$ cat config.mk
export PLATFORM = sky130hd
export DESIGN_NAME = shift_rows_pipe
export DESIGN_NICKNAME = d
export VERILOG_FILES = /design/src/rtl/aes_pkg.sv /design/src/rtl/shift_rows_perm.sv /design/src/rtl/shift_rows_pipe.sv
export SDC_FILE = /design/constraint.sdc
export NUM_CORES = 1
export LEC_CHECK = 0
export CAP_MARGIN = 25
export CORE_MARGIN = 2
export CORE_UTILIZATION = 55
export DETAILED_ROUTE_END_ITERATION = 8
export GPL_TIMING_DRIVEN = 0
export HOLD_SLACK_MARGIN = 0.06
export MAX_ROUTING_LAYER = met4
export PLACE_DENSITY = 0.92
export SLEW_MARGIN = 15
export SYNTH_ARGS = -nofsm -noshare
export SYNTH_HDL_FRONTEND = slang
export SYNTH_SLANG_ARGS = --single-unit
$ cat constraint.sdc
create_clock -name clk -period 2.79 [get_ports clk]
set_clock_uncertainty 0.2 [all_clocks]
set_input_delay 0.837 -clock clk [delete_from_list [all_inputs] [get_ports clk]]
set_output_delay 0.837 -clock clk [all_outputs]
set_load 0.05 [all_outputs]
$ cat src/rtl/aes_pkg.sv
// aes_pkg: shared Rijndael helpers for the ShiftRows stage.
package aes_pkg;

    localparam logic DIR_FWD = 1'b0;
    localparam logic DIR_INV = 1'b1;

    // 256-bit blocks shift rows 2 and 3 one column further than 128/192-bit blocks.
    function automatic int shift_ofs(input int nb, input int r);
        return (nb == 8 && r >= 2) ? r + 1 : r;
    endfunction

    function automatic int byte_idx(input int r, input int c);
        return 4 * c + r;
    endfunction

endpackage

$ cat src/rtl/shift_rows_perm.sv
// shift_rows_perm: combinational ShiftRows / InvShiftRows byte permutation.
module shift_rows_perm
    import aes_pkg::*;
#(
    parameter int NB = 4
) (
    input  logic              inv,
    input  logic [32*NB-1:0]  s,
    output logic [32*NB-1:0]  s_
);

    localparam int W = 32 * NB;

    genvar r, c;
    generate
        for (r = 0; r < 4; r++) begin : g_row
            for (c = 0; c < NB; c++) begin : g_col
                localparam int F = (c + shift_ofs(NB, r)) % NB;
                localparam int I = (c + NB - shift_ofs(NB, r)) % NB;
                assign s_[W-1-8*byte_idx(r, c) -: 8] = (inv == DIR_INV) ?
                    s[W-1-8*byte_idx(r, I) -: 8] : s[W-1-8*byte_idx(r, F) -: 8];
            end
        end
    endgenerate

endmodule

$ cat src/rtl/shift_rows_pipe.sv
// shift_rows_pipe: registered ShiftRows/InvShiftRows stage with skid buffer and tag sideband.
module shift_rows_pipe #(
    parameter int NB    = 4,
    parameter int TAG_W = 4
) (
    input  logic              clk,
    input  logic              rst_n,
    input  logic              in_valid,
    output logic              in_ready,
    input  logic              in_inv,
    input  logic [TAG_W-1:0]  in_tag,
    input  logic [32*NB-1:0]  in_data,
    output logic              out_valid,
    input  logic              out_ready,
    output logic [32*NB-1:0]  out_data,
    output logic [TAG_W-1:0]  out_tag
);

    localparam int W = 32 * NB;

    generate
        if (!(NB == 4 || NB == 6 || NB == 8)) begin : g_bad_nb
            $error("shift_rows_pipe: NB must be 4, 6 or 8");
        end
        if (TAG_W < 1) begin : g_bad_tag
            $error("shift_rows_pipe: TAG_W must be at least 1");
        end
    endgenerate

    logic [W-1:0]     w_perm;
    logic             w_in_xfer;
    logic             w_out_free;
    logic             r_out_valid;
    logic [W-1:0]     r_out_data;
    logic [TAG_W-1:0] r_out_tag;
    logic             r_sk_valid;
    logic [W-1:0]     r_sk_data;
    logic [TAG_W-1:0] r_sk_tag;
    logic             r_in_ready;

    shift_rows_perm #(.NB(NB)) u_perm (
        .inv (in_inv),
        .s   (in_data),
        .s_  (w_perm)
    );

    assign w_in_xfer  = in_valid && r_in_ready;
    assign w_out_free = !r_out_valid || out_ready;

    // The skid slot only fills while in_ready is high, so a drain never coincides with a refill.
    always_ff @(posedge clk or negedge rst_n) begin
        if (!rst_n) begin
            r_out_valid <= 1'b0;
            r_out_data  <= '0;
            r_out_tag   <= '0;
            r_sk_valid  <= 1'b0;
            r_sk_data   <= '0;
            r_sk_tag    <= '0;
            r_in_ready  <= 1'b1;
        end else if (w_out_free) begin
            if (r_sk_valid) begin
                r_out_valid <= 1'b1;
                r_out_data  <= r_sk_data;
                r_out_tag   <= r_sk_tag;
                r_sk_valid  <= 1'b0;
                r_in_ready  <= 1'b1;
            end else begin
                r_out_valid <= w_in_xfer;
                if (w_in_xfer) begin
                    r_out_data <= w_perm;
                    r_out_tag  <= in_tag;
                end
            end
        end else if (w_in_xfer) begin
            r_sk_valid <= 1'b1;
            r_sk_data  <= w_perm;
            r_sk_tag   <= in_tag;
            r_in_ready <= 1'b0;
        end
    end

    assign in_ready  = r_in_ready;
    assign out_valid = r_out_valid;
    assign out_data  = r_out_data;
    assign out_tag   = r_out_tag;

endmodule

==> flow_summary.yaml <==
global_route:
  use_met3_pct: 5.383
  grt_remaining_overflow: 0
  antenna_found_initial: 3
  use_met1_pct: 37.32
  groute.usage.overall_pct: 30.71
  top_usage_layer: "met2"
  grt_use_met2_pct: 50.42
  grt_pass1_vias: 10080
  grt_pass1_wl_um: 55560
  grt_start_max_net_pins: 103
synthesis:
  seq_area_frac_synth_pct: 53.92
  syn_inst: 957
  yosysWarnings: 0
  syn_nets: 1094
  synth_area_um2: 12390
  avgSynthCellArea_um2: 12.95
  ys_types: 25
  yosys_register_bits: 267
detailed_routing:
  viasPerCell: 5.920
  vias: 9235
  drtIter0Drc: 496
  routedWlPerCell_um: 22.69
  ant_nets: 0
  dr.pass1.iters: 5
  drcViolationCount: 0
  wirelength_um: 35400
place:
  place_congestion: 0.8853
  place_inst: 1508
  hpwl_um: 24790
  placed_area_um2: 15500
  io_buffer_count: 269
  pre_cts_slack_ps: -154.7
power_and_ir_drop:
  cellPowerDensity_nw_per_um2: 488.6
  peakVddDrop_v: 0.0005323
  p_leak_nw: 8.448
clocking:
  ctsResizeCount: 10
  path_clk_slew_ps: 60
  ctsHtreeMaxLevel: 1
  clockBufferDepth: 3
  cts_tree: "done"
  cts_inserted_buffers: 28
  cts_root_buffer: "clkbuf_16"
  clk_latency_ps: 530
  postCtsSetupBuffers: 0
  clock-sinks: 267
  holdBufCountCts: 0
layout:
  finalNonFillerCells: 1560
  drive_gt1_share_pct: 22.71
  fillers: 1358
  final_core_util_pct: 74.85
  multiInputGateArea_um2: 5240
  final_common_cell: "dfrtp_1"
  area_growth_pct: 32.63
  mostFrequentLayoutCells: "dfrtp_1 (266), o21ai_0 (243), clkdlybuf4s50_1 (235), mux2i_1 (132), mux2_2 (96)"
  nets: 1395
  final_area_um2: 16440
  seqCellArea_um2: 6683
sta:
  maxSlewViolCount: 0
  tightest_slew_ps: 641.8
  finalHoldViolCount: 0
  setup_viol: 0
  fin_crit_sh_pct: 99.34
  rsz0062_at_grt: "no"
  period_needed_ps: 2772
  fin_ws_ps: 18.33
  final.setup.tns_ps: 0
  relSlewSlack_pct: 57.21
  fmax_mhz: 360.8
die:
  core_area_um2: 21960
  die_x_um: 154.1
  die_y_um: 154.1
  die-area_um2: 23750
  start_util_pct: 56.44
  num_rows: 54
  io_pins: 271
worst_setup_path:
  cp_slowest_cell: "clkdlybuf4s50_1"
  endpoint_kind: "output port"
  crit_family: "buffers and inverters"
  cpPeakStageDelay_ps: 820
  required_ps: 1750
  crit_path_start_kind: "flop"
  path_buf_inv: 1
  cp.depth: 1
  crit_fanout: 2
  critPathArrivalTime_ps: 1730
  path_cells: "clkdlybuf4s50_1"
  crit_type: "reg2out"
  ff2ff_path_depth: 6
run_status:
  outcome: "finished, final reports clean"
hold_path:
  hp-class: "in2async"
flow_run:
  drv_cap: 0
[synth_stat cells]
library cell  instances  share of area (%)
nand2b_1              1              0.051
nand4b_2              1               0.12
dfrtp_1             266                 54
nor2_1                1              0.030
clkbuf_2              5               0.20
o21ai_1              13               0.52
nor2b_1               9               0.45
mux2_1                4               0.36
mux2i_1             132                 11
dfstp_2               1               0.21
a21oi_4               1               0.13
a21oi_1               2              0.081
a2111oi_2             4               0.48
nand2_1               9               0.27
a2111oi_0             4               0.28
mux2_2               96                8.7
buf_6                11                1.0
mux2_4               80                9.7
clkbuf_1             22               0.67
inv_2                 1              0.030
buf_2                32                1.3
o21ai_0             243                9.8
a21o_1                8               0.48
buf_4                10               0.61
nand2b_4              1               0.11
[routing by layer]
layer	vias to the layer above	wire length, um
met1	4701	14030
met3	115	2080
met4	0	1780
met2	343	17510
met5	-	0
li1	4076	-
[metrics by stage]
step                      power [mW]  hold slack, ps
after floorplan                4.111           250.5
after global placement         4.440           261.9
after detailed placement       4.459           264.6
after CTS                      8.063           107.9
after global routing           8.258           133.3
final                          8.031           68.53
[cell families after synthesis]
kind of cell	after synthesis	share of synthesized area (%)
buffers and inverters	81	3.796
DFF	267	53.92
muxes	312	29.44
AOI/OAI and AO/OA	275	11.80
and+or+nand+nor	22	1.040
[worst paths after layout]
kind                                    start       endpoint  slack [ps]
worst max-delay path            out_data[102]  out_data[102]          20
worst min-delay path                    rst_n  r_sk_data[12]          70
worst max register to register     r_sk_valid  out_data[100]         690
worst min register to register  out_data[117]  out_data[117]         280
max in group asynchronous               rst_n  r_sk_data[78]        1400
min in group clk                out_data[117]  out_data[117]         280
[final cells by class]
type                            instances  area share (%)
Buffer                                 80           2.839
Inverter                                1         0.02284
Clock buffer                           39           4.948
Sequential cell                       267           40.66
Clock inverter                         10          0.4567
Multi-Input combinational cell        609           31.88
Tap cell                              280           2.131
Timing Repair Buffer                  271           17.02
Antenna cell                            3         0.04567
[sequential cells by signal, summed over array words and instances, names as in the netlist]
register,count
out_data,128
r_sk_tag,4
r_sk_valid,1
out_valid,1
out_tag,4
r_sk_data,128
in_ready,1
[power by group]
| group | switching [mW] | leakage, nW | total [mW] | internal [mW] |
|---|---|---|---|---|
| logic | 0.235 | 4.27 | 0.519 | 0.284 |
| clock network | 1.53 | 0.449 | 3.64 | 2.11 |
| registers | 0 | 3.73 | 3.87 | 3.87 |
| total | 1.76 | 8.45 | 8.03 | 6.27 |
(Power assumes the default switching activity.)
